===== src/rtl/led_shift_sched.sv =====
// Sequencer for the LED shift register. It divides the clock into shift strobes, picks
// the shift direction for rotate or bounce mode, tracks the lit LED and pulses a reload.
module led_shift_sched #(
  parameter int          NB_LEDS    = 4,
  parameter int          NB_POS     = 2,
  parameter int          NB_COUNTER = 32,
  parameter int unsigned RATE0      = 100_000_000,
  parameter int unsigned RATE1      = 50_000_000,
  parameter int unsigned RATE2      = 25_000_000,
  parameter int unsigned RATE3      = 12_500_000
) (
  input  logic              clock,
  input  logic              i_reset,
  input  logic              i_enable,
  input  logic [1:0]        i_sel,
  input  logic              i_mode,
  input  logic              i_dir,
  input  logic              i_clear,
  output logic              o_valid,
  output logic              o_dir,
  output logic              o_load,
  output logic [NB_POS-1:0] o_pos,
  output logic [1:0]        o_state
);

  typedef enum logic [1:0] {IDLE = 2'd0, RUN_L = 2'd1, RUN_R = 2'd2} state_t;

  localparam logic [NB_POS-1:0] POS_LAST = NB_POS'(NB_LEDS - 1);

  // Rates of 0 and 1 both mean one strobe every cycle, so the terminal count is 0.
  localparam logic [NB_COUNTER-1:0] LAST0 = NB_COUNTER'((RATE0 <= 1) ? 0 : RATE0 - 1);
  localparam logic [NB_COUNTER-1:0] LAST1 = NB_COUNTER'((RATE1 <= 1) ? 0 : RATE1 - 1);
  localparam logic [NB_COUNTER-1:0] LAST2 = NB_COUNTER'((RATE2 <= 1) ? 0 : RATE2 - 1);
  localparam logic [NB_COUNTER-1:0] LAST3 = NB_COUNTER'((RATE3 <= 1) ? 0 : RATE3 - 1);

  state_t                state, state_nx;
  logic [NB_COUNTER-1:0] count, count_nx, last;
  logic [NB_POS-1:0]     pos_nx, pos_up, pos_dn;
  logic                  valid_nx, dir_nx, load_nx;
  logic [1:0]            sel_prev;
  logic                  clear_prev;

  always_comb begin
    case (i_sel)
      2'd0:    last = LAST0;
      2'd1:    last = LAST1;
      2'd2:    last = LAST2;
      default: last = LAST3;
    endcase
  end

  assign pos_up = (o_pos == POS_LAST) ? '0 : o_pos + 1'b1;
  assign pos_dn = (o_pos == '0) ? POS_LAST : o_pos - 1'b1;

  always_comb begin
    // NOTE: every output of this block gets a default first, so no path can infer a latch.
    state_nx = state;
    count_nx = count;
    pos_nx   = o_pos;
    valid_nx = 1'b0;
    dir_nx   = o_dir;
    load_nx  = 1'b0;

    if (i_clear) begin
      pos_nx   = '0;
      count_nx = '0;
      load_nx  = ~clear_prev;
      state_nx = i_enable ? RUN_L : IDLE;
    end else if (!i_enable) begin
      state_nx = IDLE;
      count_nx = '0;
    end else if (state == IDLE) begin
      state_nx = (!i_mode && i_dir) ? RUN_R : RUN_L;
      count_nx = '0;
    end else if (i_sel != sel_prev) begin
      count_nx = '0;
    end else if (count < last) begin
      count_nx = count + 1'b1;
    end else begin
      count_nx = '0;
      if (!i_mode) begin
        valid_nx = 1'b1;
        dir_nx   = i_dir;
        pos_nx   = i_dir ? pos_dn : pos_up;
        state_nx = i_dir ? RUN_R : RUN_L;
      end else if (state == RUN_L) begin
        // An end LED reached by a mode switch costs one silent tick to turn around.
        if (NB_LEDS > 1 && o_pos == POS_LAST) begin
          state_nx = RUN_R;
        end else begin
          valid_nx = 1'b1;
          dir_nx   = 1'b0;
          pos_nx   = pos_up;
          if (pos_up == POS_LAST) state_nx = RUN_R;
        end
      end else begin
        if (NB_LEDS > 1 && o_pos == '0) begin
          state_nx = RUN_L;
        end else begin
          valid_nx = 1'b1;
          dir_nx   = 1'b1;
          pos_nx   = pos_dn;
          if (pos_dn == '0) state_nx = RUN_L;
        end
      end
    end
  end

  // NOTE: state uses non-blocking assignments so every register samples pre-edge values.
  always_ff @(posedge clock or posedge i_reset) begin
    if (i_reset) begin
      state      <= IDLE;
      count      <= '0;
      o_pos      <= '0;
      o_valid    <= 1'b0;
      o_dir      <= 1'b0;
      o_load     <= 1'b0;
      sel_prev   <= '0;
      clear_prev <= 1'b0;
    end else begin
      state      <= state_nx;
      count      <= count_nx;
      o_pos      <= pos_nx;
      o_valid    <= valid_nx;
      o_dir      <= dir_nx;
      o_load     <= load_nx;
      sel_prev   <= i_sel;
      clear_prev <= i_clear;
    end
  end

  assign o_state = state;

endmodule

===== config.mk =====
export PLATFORM = sky130hd
export DESIGN_NAME = led_shift_sched
export DESIGN_NICKNAME = d
export VERILOG_FILES = /design/src/rtl/led_shift_sched.sv
export SDC_FILE = /design/constraint.sdc
export NUM_CORES = 1
export LEC_CHECK = 0
export CAP_MARGIN = 30
export CORE_MARGIN = 8
export CORE_UTILIZATION = 59
export DETAILED_ROUTE_END_ITERATION = 7
export PLACE_DENSITY = 0.79
export SYNTH_ARGS = -nofsm -noshare
export SYNTH_HDL_FRONTEND = slang
export SYNTH_SLANG_ARGS = --single-unit
export TNS_END_PERCENT = 10

===== constraint.sdc =====
create_clock -name clock -period 2.7 [get_ports clock]
set_clock_uncertainty 0.05 [all_clocks]
set_input_delay 0.54 -clock clock [delete_from_list [all_inputs] [get_ports clock]]
set_output_delay 0.54 -clock clock [all_outputs]
set_load 0.005 [all_outputs]

Word level (Yosys, flattened, before mapping)
Cells that the tools add are included.

word-level totals
  register bits = 42
  word-level logic and storage cells = 90
  output and inout bits = 7

cells by class
  equal/unequal tests = 17
  bitwise operators = 5
  $lt $le $gt $ge = 1
  add/subtract/negate cells = 3
  reduce and logical (&&, ||, !) cells = 10
  mux-type cells = 46

operator list
  kind                                                                    count
  32-bit two-way mux                                                      5
  27-bit case mux with 3 select lines                                     1
  2-bit two-way mux                                                       25
  32-bit by 1-bit adder with 32-bit output (second input constant)        1
  32-bit < comparator                                                     1
  4-bit != test (second input constant)                                   4
  1-bit two-way mux                                                       15
  2-bit zero test                                                         4
  7-bit by 2-bit != test with 1-bit output (second input constant)        1
  7-bit by 5-bit != test with 1-bit output (second input constant)        1
  7-bit AND reduction                                                     1
  2-bit equality test (second input constant)                             3
  2-bit != test (second input constant)                                   3
  3-bit != test (second input constant)                                   2
  6-bit AND reduction                                                     1
  1-bit inverter                                                          5
  2-bit by 1-bit equality test with 1-bit output (second input constant)  2
  4-bit AND reduction                                                     1
  2-bit by 1-bit adder with 2-bit output (second input constant)          1
  2-bit != test                                                           1
  2-bit nonzero test                                                      1
  2-bit by 1-bit subtractor with 2-bit output (second input constant)     1
  1-bit logical AND                                                       1
  1-bit zero test                                                         1

Longest topological paths before layout
Gate-level depths: netlist of the first run.

  word-level depth = 12
  mapped depth = 11

Least setup slack after synthesis of the first run
No wires, ideal clock.

  kind = input -> register
  from = in i_sel[1]
  to = reg o_dir
  stages = 10
  setup slack = 75 ps
  arrival time = 2447 ps
  cell sequence = inv_1 nand2_1 inv_1 ha_1 nand4_4 or4_4 a31oi_4 o2111ai_2 a21oi_2 mux2_1

on the way
  longest elaborated chain between the ends = 5
  elaborated cells between the ends (all ways) = 9

ends and longest elaborated chain
  element                                      line  RTL
  start: declaration                           15    input logic [1:0] i_sel,
  2-bit equality test (tied with other cells)  44    case (i_sel)
  27-bit case mux with 3 select lines          44
  32-bit < comparator                          77    end else if (count < last) begin
  1-bit inverter (no source line)              n/a
  7-bit AND reduction (no source line) *       n/a
  end signal: assignment                       125   o_dir <= dir_nx;
  end: declaration                             20    output logic o_dir,

Every way passes the cells marked *; elsewhere a longest branch is shown, timed or not.
A chain may end at the register's enable or synchronous reset.

Worst setup path after layout of the first run
  from = in i_sel[1]
  to = reg state[0] (netlist: o_state[0])

on the way
  longest elaborated chain between the ends = 5
  elaborated cells between the ends (all ways) = 9

ends and longest elaborated chain
  element                                      line  RTL
  2-bit equality test (tied with other cells)  44
  27-bit case mux with 3 select lines          44
  32-bit < comparator                          77
  4-bit != test (no source line)               n/a
  4-bit AND reduction (no source line) *       n/a
  end signal: assignment                       121   state <= state_nx;
  end: declaration                             36    state_t state, state_nx;

Marks and branches as above.

==> impl_metrics.json, run 1 <==
{
  "ant_nets": 0,
  "max_freq_ghz": 0.3748,
  "final_max_slew_viol_count": 0,
  "async_flop_share": 1.000,
  "die_h_um": 81.34,
  "p_int_mw": 1.030,
  "cts_buffers": 5,
  "synth_area_leader_cell": "dfrtp_1",
  "hp-class": "register to register",
  "vias": 1991,
  "firstDrtPassIters": 7,
  "grt_pass1_wl_mm": 9.183,
  "wire_per_inst_um": 16.03,
  "worstSkewPairLatency_ps": 290,
  "die-area_sq_um": 6615,
  "fill_cells": 272,
  "r2r_slack_ps": 260,
  "hpwl_mm": 3.940,
  "min_period_over_period": 0.9883,
  "ys.flop_type": "dfrtp_1",
  "outcome": "finished, final reports clean",
  "tritoncts": "done",
  "worst_pin_slew_ps": 633.1,
  "drtIter0Drc": 148,
  "grt_max_degree": 43,
  "cp_max_fo": 4,
  "clock-sinks": 42,
  "drc": 0,
  "p_total_mw": 1.330,
  "period_minus_slack_ps": 2668,
  "postSynthAreaPerCell_sq_um": 9.995,
  "p_leak_nw": 1.360,
  "totalWireLength_mm": 5.529,
  "power.net_switching_mw": 0.3003,
  "port_buffers": 14,
  "antennaDiodeCount": 0,
  "io_pins": 15,
  "ys_seq_area_frac": 0.4173,
  "criticalPathCategory": "primary input to register",
  "crit_family": "compound AO/OA/AOI/OAI gates",
  "synthTopCellsByArea": "dfrtp_1 (42%), ha_1 (11%), nor2_1 (5.4%), xor2_1 (5.2%), xnor2_1 (4.5%)",
  "ys_warn_count": 0,
  "regArea_sq_um": 1051,
  "cp_slowest_stage_delay_ps": 460,
  "final_nets": 325,
  "synth_top_area_share": 0.4173,
  "syn_to_final_growth_pct": 22.95,
  "drive_above_1_share": 0.2000,
  "ctsHoldBuffers": 0,
  "coreArea_sq_um": 4058,
  "critPathArrivalTime_ps": 2800,
  "max-slew-margin-rel": 0.5734,
  "drt-vias-per-instance": 5.771,
  "die_w_um": 81.34,
  "grt_usage": 0.1772,
  "rows": 23,
  "worstSetupEndpointType": "register",
  "ys_ff_latch": 42,
  "clk_pin_slew_ps": 70,
  "cap_violations": 0,
  "pre_cts_slack_ps": -654.7,
  "synth_edf_count": 0,
  "clkPwrFrac": 0.378,
  "cts_root_buf": "clkbuf_8",
  "cts_buffer_depth": 2,
  "globalplace.congestion": 0.9186,
  "yosysUniqueCellTypes": 52,
  "syn_area_sq_um": 2519,
  "setup_slack_ps": 31.61,
  "initial_core_util": 0.6207,
  "gr-total-overflow": 0,
  "setup_viol": 0,
  "switching_share": 0.2258,
  "postSynthCellCount": 252,
  "multiInputGateArea_sq_um": 1479,
  "antenna_found_initial": 0,
  "grt_pass1_vias": 1977,
  "powerDensity_nw_per_um2": 429.5,
  "start_kind": "primary input",
  "crit_buf_inv": 2,
  "cp_slowest_cell": "a221oi_2",
  "cts_max_level": 2,
  "hold_viol": 0,
  "pwr-share-comb": 0.127,
  "ir_drop_uv": 379.9,
  "crit_path_cell_trace": "clkdlybuf4s15_1 -> inv_2 -> nor2_1 -> ha_1 -> o2111ai_1 -> a21oi_1 -> a221oi_2 -> nor3b_2 -> nor4_4 -> mux2_4",
  "worstPathRequired_ps": 2830,
  "p_seq_frac": 0.495
}
==> layout make-up <==
type / instances / area share
clock inverter: 1 / 0.009697
sequential: 42 / 0.3394
tap: 50 / 0.02020
timing repair buffer: 38 / 0.1119
multi-input combinational: 196 / 0.4776
clock buffer: 6 / 0.02667
inverter: 12 / 0.01455
==> cell families (layout without fill, tap and decap cells) <==
kind of cell / Yosys count / count (layout) / synth area share
and+or+nand+nor: 106 / 106 / 0.2300
DFF: 42 / 42 / 0.4173
AOI/OAI and AO/OA: 32 / 32 / 0.09787
xor gates and xnor gates: 28 / 28 / 0.09737
adders and majority gates: 22 / 22 / 0.1093
buffers and inverters: 17 / 57 / 0.02931
muxes: 4 / 4 / 0.01739
other: 1 / 4 / 0.001489
==> synth_stat cells (2+ instances only) <==
library cell / number
a211oi_1: 3
a21o_1: 2
a21oi_1: 8
and2_1: 2
and3_1: 2
and4_1: 3
buf_2: 2
clkbuf_1: 2
dfrtp_1: 42
ha_1: 22
inv_1: 12
mux2_1: 3
nand2_1: 19
nand2b_1: 2
nand3_1: 9
nand3_2: 2
nand3b_1: 2
nand4_1: 6
nor2_1: 36
nor2b_1: 4
nor3_1: 7
o2111a_1: 2
o21ai_0: 4
o21ai_1: 2
xnor2_1: 13
xor2_1: 15
==> worst reg2reg max path: cells and delay by family, from the launching register on <==
kind | cells | cell delay (ps)
muxes | 1 | 330
and+or+nand+nor | 2 | 390
AOI/OAI and AO/OA | 3 | 760
adders and majority gates | 1 | 370
DFF | 1 | 430
==> routing by layer <==
metal	up-vias	share of wire	global-route usage
met5	-	0	0
met4	0	0.022	0.06964
met3	14	0.043	0.04084
met2	51	0.48	0.2912
met1	957	0.45	0.2198
li1	969	-	-
==> path summary, 6_finish.rpt <==
check,startpoint,to,cells after the start
setup / recovery,i_sel[1],o_state[0],10
hold / removal,clear_prev,o_load,1
hold reg to reg,clear_prev,o_load,1
min in group asynchronous,i_reset,o_dir,3
max in group asynchronous,i_reset,sel_prev[1],3
setup reg to reg,count[23],o_state[0],7
==> through the flow <==
step	hold WS, ps	cells	util	TNS [ps]	cell area [sq um]
6_report	355.1	345	0.7632	0	3097
5_1_grt	372.2	345	0.7632	-339.0	3097
4_1_cts	359.4	343	0.7441	0	3019
3_5_place_dp	349.0	335	0.7114	-18280	2887
3_3_place_gp	343.9	335	0.7114	-14700	2887
2_1_floorplan	327.7	255	-	0	2530
==> power by group through the flow <==
stage	logic [mW]	clock network, mW	registers [mW]
6_report	0.169	0.503	0.658
5_1_grt	0.184	0.543	0.661
3_5_place_dp	0.152	0	0.669
4_1_cts	0.154	0.512	0.657
3_3_place_gp	0.148	0	0.670
2_1_floorplan	0.0745	0	0.668
==> registers in the layout, summed over array words and instances, names as in the netlist <==
register,flops
o_load,1
o_dir,1
clear_prev,1
o_state,2
o_valid,1
count,32
o_pos,2
sel_prev,2
==> layout by cell type (no fill, tap or decap), drive strengths merged, types with 9 or more instances in the layout <==
cell type,n
a21oi,9
buf,24
clkdlybuf4s50,12
dfrtp,42
ha,22
inv,12
nand2,19
nand3,11
nor2,36
xnor2,13
xor2,15
==> what timing repair did <==
action	4_1_cts	5_1_grt
setup endpoints to repair	34	20
resized for setup	6	13
setup buffers	1	2
pin swaps	1	7
Power figures use the tool's default switching activity.
==> run 2: changes to the inputs <==
==> constraint.sdc (replaced) <==
create_clock -name clock -period 2.7 [get_ports clock]
set_clock_uncertainty 0.05 [all_clocks]
set_input_delay 0.54 -clock clock [delete_from_list [all_inputs] [get_ports clock]]
set_output_delay 0.54 -clock clock [all_outputs]
set_load 0.01 [all_outputs]
==> results of run 2 <==
The final DEF is identical to that of run 1. Status: finished, final reports clean.
Among the figures that moved: total power 1.330 mW -> 1.335 mW
